<file path="src/rtl/mux_scan_sequencer_if.sv">
// Valid/ready readout stream from the mux scan sequencer to its consumer.
interface mux_scan_sequencer_if #(
  parameter int WIDTH = 32,
  parameter int IDXW  = 6
);
  logic             out_valid;
  logic             out_ready;
  logic [WIDTH-1:0] out_data;
  logic [IDXW-1:0]  out_idx;
  logic             out_last;

  modport master (
    output out_valid,
    input  out_ready,
    output out_data,
    output out_idx,
    output out_last
  );

  modport slave (
    input  out_valid,
    output out_ready,
    input  out_data,
    input  out_idx,
    input  out_last
  );
endinterface

</file>
<file path="src/rtl/mux_scan_sequencer.sv">
// Burst readout sequencer: steps the word-select mux from a base index and
// streams each captured word with its index and a last-word tag.
module mux_scan_sequencer #(
  parameter int WIDTH = 32,
  parameter int IDXW  = 6
) (
  input  logic                   clk,
  input  logic                   reset_n,
  input  logic                   start,
  input  logic [IDXW-1:0]        base,
  input  logic [IDXW:0]          len,
  input  logic                   abort,
  output logic [IDXW-1:0]        sel,
  input  logic [WIDTH-1:0]       muxdata,
  mux_scan_sequencer_if.master   rd,
  output logic                   busy,
  output logic                   done
);

  typedef enum logic [1:0] {
    IDLE = 2'd0,
    RUN  = 2'd1,
    LAST = 2'd2
  } state_t;

  localparam logic [IDXW:0] REM_ONE = (IDXW + 1)'(1);
  localparam logic [IDXW:0] REM_MAX = REM_ONE << IDXW;

  state_t           state_r, state_s;
  logic [IDXW-1:0]  sel_r, sel_s;
  logic [IDXW:0]    rem_r, rem_s;
  logic [WIDTH-1:0] data_r, data_s;
  logic [IDXW-1:0]  idx_r, idx_s;
  logic             valid_r, valid_s;
  logic             last_r, last_s;
  logic             done_r, done_s;
  logic             load_s;

  assign load_s       = !valid_r || rd.out_ready;
  assign sel          = sel_r;
  assign rd.out_valid = valid_r;
  assign rd.out_data  = data_r;
  assign rd.out_idx   = idx_r;
  assign rd.out_last  = last_r;
  assign busy         = (state_r == RUN) || (state_r == LAST);
  assign done         = done_r;

  // Next-state and next-output computation for the burst FSM.
  always_comb begin
    state_s = state_r;
    sel_s   = sel_r;
    rem_s   = rem_r;
    data_s  = data_r;
    idx_s   = idx_r;
    valid_s = valid_r;
    last_s  = last_r;
    done_s  = 1'b0;

    case (state_r)
      IDLE: begin
        if (start && (len != '0)) begin
          sel_s   = base;
          rem_s   = (len > REM_MAX) ? REM_MAX : len;
          state_s = RUN;
        end else begin
          state_s = IDLE;
        end
      end
      RUN: begin
        if (abort) begin
          state_s = IDLE;
          valid_s = 1'b0;
          last_s  = 1'b0;
          rem_s   = '0;
        end else if (load_s) begin
          data_s  = muxdata;
          idx_s   = sel_r;
          last_s  = (rem_r == REM_ONE);
          valid_s = 1'b1;
          sel_s   = sel_r + IDXW'(1);
          rem_s   = rem_r - REM_ONE;
          state_s = (rem_r == REM_ONE) ? LAST : RUN;
        end else begin
          state_s = RUN;
        end
      end
      LAST: begin
        // Final word is already captured; only its handshake remains.
        if (abort) begin
          state_s = IDLE;
          valid_s = 1'b0;
          last_s  = 1'b0;
          rem_s   = '0;
        end else if (valid_r && rd.out_ready) begin
          valid_s = 1'b0;
          done_s  = 1'b1;
          state_s = IDLE;
        end else begin
          state_s = LAST;
        end
      end
      default: begin
        state_s = IDLE;
        valid_s = 1'b0;
        last_s  = 1'b0;
        rem_s   = '0;
      end
    endcase
  end

  // State and output registers.
  always_ff @(posedge clk or negedge reset_n) begin
    if (!reset_n) begin
      state_r <= IDLE;
      sel_r   <= '0;
      rem_r   <= '0;
      data_r  <= '0;
      idx_r   <= '0;
      valid_r <= 1'b0;
      last_r  <= 1'b0;
      done_r  <= 1'b0;
    end else begin
      state_r <= state_s;
      sel_r   <= sel_s;
      rem_r   <= rem_s;
      data_r  <= data_s;
      idx_r   <= idx_s;
      valid_r <= valid_s;
      last_r  <= last_s;
      done_r  <= done_s;
    end
  end

endmodule
</file>
<file path="src/flat_wrapper.sv">
// flat-port wrapper written by rule: the top's interface ports become plain ports
module mux_scan_sequencer_flat 
#(
  parameter int WIDTH = 32,
  parameter int IDXW  = 6
)
  (clk, reset_n, start, base, len, abort, sel, muxdata, busy, done, rd_out_valid, rd_out_ready, rd_out_data, rd_out_idx, rd_out_last);
  mux_scan_sequencer_if #(.WIDTH(WIDTH), .IDXW(IDXW)) rd_i ();
  input  logic clk;
  input  logic reset_n;
  input  logic start;
  input  logic [IDXW-1:0] base;
  input  logic [IDXW:0] len;
  input  logic abort;
  output logic [IDXW-1:0] sel;
  input  logic [WIDTH-1:0] muxdata;
  output logic busy;
  output logic done;
  output wire logic [$bits(rd_i.out_valid)-1:0] rd_out_valid;
  input wire logic [$bits(rd_i.out_ready)-1:0] rd_out_ready;
  output wire logic [$bits(rd_i.out_data)-1:0] rd_out_data;
  output wire logic [$bits(rd_i.out_idx)-1:0] rd_out_idx;
  output wire logic [$bits(rd_i.out_last)-1:0] rd_out_last;
  assign rd_out_valid = rd_i.out_valid;
  assign rd_i.out_ready = rd_out_ready;
  assign rd_out_data = rd_i.out_data;
  assign rd_out_idx = rd_i.out_idx;
  assign rd_out_last = rd_i.out_last;
  mux_scan_sequencer #(.WIDTH(WIDTH), .IDXW(IDXW)) u_core (.clk(clk), .reset_n(reset_n), .start(start), .base(base), .len(len), .abort(abort), .sel(sel), .muxdata(muxdata), .rd(rd_i), .busy(busy), .done(done));
endmodule
</file>
<file path="config.mk">
export PLATFORM = sky130hd
export DESIGN_NAME = mux_scan_sequencer_flat
export DESIGN_NICKNAME = d
export VERILOG_FILES = /design/src/rtl/mux_scan_sequencer_if.sv /design/src/rtl/mux_scan_sequencer.sv /design/src/flat_wrapper.sv
export SDC_FILE = /design/constraint.sdc
export NUM_CORES = 1
export LEC_CHECK = 0
export CORE_UTILIZATION = 48
export DETAILED_ROUTE_END_ITERATION = 6
export HOLD_SLACK_MARGIN = 0.15
export PLACE_DENSITY = 0.88
export SYNTH_ARGS = -nofsm -noshare
export SYNTH_HDL_FRONTEND = slang
export SYNTH_SLANG_ARGS = --single-unit
export TNS_END_PERCENT = 5
</file>
<file path="constraint.sdc">
create_clock -name clk -period 4.06 [get_ports clk]
set_input_delay 1.015 -clock clk [delete_from_list [all_inputs] [get_ports clk]]
set_output_delay 1.015 -clock clk [all_outputs]
set_load 0.02 [all_outputs]
</file>
== Word level (Yosys, flattened, before mapping) ==
Cells that the tools add are included.
Widths: inputs -> output; s select.

* Flip-flop bits (word level): 56
* Input port bits: 50
* Output and inout bits: 48
* Logic and storage cells: 64

* Add/sub/neg operators: 2
* Magnitude comparators: 1
* Eq/ne operators: 9
* Muxes and demuxes: 29
* Bitwise logic cells: 2
* Reduce and logical (&&, ||, !) cells: 13

{| class="wikitable"
|+ Operator list
! operator !! number
|-
| $mux 7 || 5
|-
| $pmux 7 s3 || 1
|-
| $mux 6 || 3
|-
| $pmux 6 s2 || 1
|-
| $reduce_and 3->1 || 4
|-
| $mux 1 || 11
|-
| $mux 2 || 5
|-
| $eq 7x1->1 const B || 1
|-
| $gt 7x7->1 const B || 1
|-
| $reduce_bool 7->1 || 1
|-
| $sub 7x1->7 const B || 1
|-
| $add 6x1->6 const B || 1
|-
| $pmux 1 s3 || 2
|-
| $pmux 2 s3 || 1
|-
| $ne 2x1->1 const B || 2
|-
| $ne 2x2->1 const B || 2
|-
| $reduce_and 4->1 || 1
|-
| $ne 3x2->1 const B || 1
|-
| $ne 3x3->1 const B || 1
|-
| $eq 2x1->1 const B || 1
|-
| $eq 2x2->1 const B || 1
|-
| $logic_and 1x1->1 || 2
|-
| $logic_not 2->1 || 1
|-
| $logic_or 1x1->1 || 2
|-
| 3 further kinds || 4
|}

== Logic depth before layout (Yosys ltp) ==
* Word-level depth: 5
* Mapped depth: 8

== Least setup slack after synthesis ==
No wires, ideal clock.

* Path type: in2reg
* Start point: input len[2]
* End point: register u_core.sel_r[3] (netlist: u_core.sel[3])
* Arrival time: 2,173 ps
* Data required time: 3,931 ps
* Path slack: 1,758 ps
* Cell stages on the path: 5
* Path through: or4_4 -> o22a_1 -> buf_6 -> a41oi_1 -> nand3_1

* Longest elaborated chain between the ends: 4

{| class="wikitable"
|+ Ends and longest elaborated chain
! what !! RTL line !! source
|-
| from (decl) || flat_wrapper.sv:13 || <nowiki>input logic [IDXW:0] len;</nowiki>
|-
| $reduce_bool 7->1 || mux_scan_sequencer.sv:61 || <nowiki>if (start && (len != '0)) begin</nowiki>
|-
| $logic_and 1x1->1 || mux_scan_sequencer.sv:61 ||
|-
| $ne 2x1->1 (no source line) || - ||
|-
| $reduce_and 4->1 (no source line) || - ||
|-
| to (signal assigned) || mux_scan_sequencer.sv:124 || <nowiki>sel_r <= sel_s;</nowiki>
|-
| to (decl) || mux_scan_sequencer.sv:30 || <nowiki>logic [IDXW-1:0] sel_r, sel_s;</nowiki>
|}

Every way passes these cells.
A chain may end at the register's enable or synchronous reset.

== Worst setup path in the final report ==
* Start point: input abort
* End point: register u_core.idx_r[1] (netlist: u_core.rd.out_idx[1])

* Longest elaborated chain between the ends: 2

{| class="wikitable"
|+ Ends and longest elaborated chain
! what !! RTL line !! source
|-
| from (decl) || flat_wrapper.sv:14 || <nowiki>input logic abort;</nowiki>
|-
| $not 1->1 (no source line) || - ||
|-
| $reduce_and 3->1 (no source line) || - ||
|-
| to (signal assigned) || mux_scan_sequencer.sv:127 || <nowiki>idx_r <= idx_s;</nowiki>
|-
| to (decl) || mux_scan_sequencer.sv:33 || <nowiki>logic [IDXW-1:0] idx_r, idx_s;</nowiki>
|}

Every way passes these cells.

==> impl_metrics.ini <==
[power]
swShare_pct = 40.1
internal_power_mw = 1.80
switchingPower_mw = 1.20
power.share.sequential_pct = 34.1
p_clk_share_pct = 10.6
power.density_nw_per_um2 = 789
p_leak_nw = 1.55
totalPowerFinal_mw = 3.00
p_comb_share_pct = 55.3
vdd_drop_max_mv = 0.435

[floorplan]
row_count = 26
io_pins = 98
start_util_pct = 51.1
dieArea_um2 = 5920
fp.coreArea_um2 = 5270
die_x_um = 76.9
die_h_um = 76.9

[synthesis]
ys_types = 47
postSynthCellCount = 224
syn_area_um2 = 2690
avgSynthCellArea_um2 = 12.0
synth_edf_count = 0
synth_nets = 281
ys.flop_type = dfrtp_1
ys.warnings.count = 0
async_flop_share_pct = 100
ys_seq_elements = 56
yosysTopAreaCell = dfrtp_1
synthTopCellsByArea = dfrtp_1 (52%), mux2_2 (16%), ha_1 (3.3%)
yosysSeqAreaShare_pct = 52.0
netlist.area_leader.share_pct = 52.0

[global_routing]
grt_usage_pct = 22.5
grt_overflow = 0
grt_max_degree = 34
busiest_layer = met2
grt_pass1_wl_um = 10600
met2_usage_pct = 38.2
grt_use_met3_pct = 5.83
antenna_found_initial = 0
use_met1_pct = 27.9
grt_pass1_vias = 2167

[status]
outcome = finished, final reports clean

[finish]
area_delta_synth_final_pct = 41.0
fillers = 390
final_nets = 378
final_util_pct = 72.1
drive_gt1_share_pct = 18.0
n_antenna_cell = 0

[timing]
grt_setup_unrepaired = false
max_clock_freq_mhz = 361
slew_violations = 0
hold_viol_final = 0
skew_ps = 4.82
period_minus_slack_ps = 2770
slew_headroom_pct = 51.5
worstMarginPinSlew_ps = 727
tns_ps = 0
whs_ps = 516
fin_crit_sh_pct = 68.3
setup_viol = 0
timing.final.ws_setup_ps = 1290

[clock_network]
post_cts_resized = 0
cts-root-buf = clkbuf_8
clock-sinks = 56
clk_latency_ps = 300
cts_buffers = 5
post_cts_buffers = 0
cts-hold-fix-buffers = 0
cts_tree = done
cts_buffer_depth = 2
cts_max_level = 2
clkTransAtPathRegs_ps = 100

[route]
dr_total_vias = 2238
drt-vias-per-instance = 5.71
ant_nets = 0
wire_per_inst_um = 16.0
wl_um = 6280
drcViolationCount = 0
drt_iter0_drc = 112
drt-pass1-iter-count = 4

[job]
maxCapViolations = 0

[critical_path]
criticalPathCategory = primary input to register
worstRegToRegCells = 6
crit_arrival_ps = 2970
end_kind = register
cp-start-kind = primary input
worstPathRequired_ps = 4260
critPathMaxFanout = 32

[place]
gp_congestion = 0.956
hpwl_um = 4720
io_buffer_count = 97
pre_cts_ws_ps = 964

[worst_hold_path]
whs_path_depth = 1
hold_class = register to register
## cells by family after synthesis
logic type               count (synthesis)  share of synthesized area (%)
AO/OA/AOI/OAI                           47                           12.7
adder cells (fa/ha/maj)                  7                           3.25
AND/OR/NAND/NOR                         56                           11.6
multiplexers                            40                           16.7
buffers and inverters                   18                           3.76
flip-flops                              56                           52.0
## per-layer routing
metal	wire length (um)	vias up
li1	-	1025
met1	2580	1065
met2	3010	130
met3	532	18
met4	153	0
met5	0	-
## critical path, cell delays in order
cell	delay [ps]
clkdlybuf4s50_1	500
nand2b_1	350
nor2_4	290
buf_4	400
mux2_2	390
## sequential cells by signal, summed over array words and instances, names as in the netlist
signal and flops:
u_core.rd.out_data 32, u_core.rem_r 7, u_core.rd.out_idx 6, u_core.sel 6
u_core.state_r 2, u_core.done 1, u_core.rd.out_last 1, u_core.rd.out_valid 1
## final cells by class
| cell class | instances | area [um^2] | share of cell area (%) |
|---|---|---|---|
| Sequential cell | 56 | 1400 | 36.9 |
| Multi-Input combinational cell | 150 | 1200 | 31.6 |
| Timing Repair Buffer | 99 | 981 | 25.8 |
| Tap cell | 70 | 87.6 | 2.31 |
| Clock buffer | 6 | 82.6 | 2.17 |
| Inverter | 9 | 33.8 | 0.889 |
| Clock inverter | 2 | 13.8 | 0.362 |
## final timing paths
path | start | to | slack, ps
max in group asynchronous | reset_n | u_core.rd.out_data[17] | 2520
max | abort | u_core.rd.out_idx[1] | 1290
min | u_core.rd.out_data[11] | u_core.rd.out_data[11] | 520
min reg2reg | u_core.rd.out_data[11] | u_core.rd.out_data[11] | 520
min in group asynchronous | reset_n | u_core.rd.out_data[20] | 760
max reg2reg | u_core.state_r[1] | u_core.rd.out_idx[1] | 1580
## per-stage QoR
| step | std cells | cell area (um^2) |
|---|---|---|
| 2_1_floorplan | 224 | 2690 |
| 3_3_place_gp | 384 | 3700 |
| 3_5_place_dp | 384 | 3700 |
| 4_1_cts | 392 | 3800 |
| 5_1_grt | 392 | 3800 |
| 6_report | 392 | 3800 |
## Yosys cell counts (3+ instances only)
master    count
a32oi_1       4
buf_2         3
inv_1         8
dfrtp_1      56
a22o_1        3
o21ai_0      10
nand2b_1      3
nor3_1        9
nand2_1       9
mux2_2       39
ha_1          7
a221o_1       3
nor2_1        8
a21oi_1       8
nand3_1      11
buf_6         3
## power by group through the flow
stage / logic, mW / clock network [mW] / registers, mW
floorplan: 0.726 / 0 / 1.29
global placement: 1.62 / 0 / 1.02
detailed placement: 1.66 / 0 / 1.03
CTS: 1.67 / 0.325 / 1.02
global route: 1.77 / 0.341 / 1.07
finish: 1.66 / 0.317 / 1.02
## cell usage in the layout (no fill, tap or decap), drive strengths merged
| cell | instances |
|---|---|
| a211oi | 1 |
| a21o | 2 |
| a21oi | 9 |
| a221o | 3 |
| a22o | 3 |
| a22oi | 2 |
| a31oi | 1 |
| a32oi | 4 |
| a41oi | 2 |
| and2b | 1 |
| and3 | 2 |
| buf | 3 |
| clkbuf | 6 |
| clkdlybuf4s50 | 96 |
| clkinv | 2 |
| dfrtp | 56 |
| ha | 7 |
| inv | 9 |
| mux2 | 39 |
| mux2i | 1 |
| nand2 | 9 |
| nand2b | 4 |
| nand3 | 11 |
| nand3b | 1 |
| nand4 | 1 |
| nor2 | 9 |
| nor2b | 2 |
| nor3 | 9 |
| nor3b | 1 |
| nor4 | 1 |
| nor4b | 1 |
| o211ai | 2 |
| o21ai | 11 |
| o21bai | 1 |
| o22a | 1 |
| o22ai | 2 |
| o31ai | 1 |
| o41ai | 2 |
| or4 | 3 |
| or4b | 1 |
No activity file was read; power rests on OpenSTA's default activity.
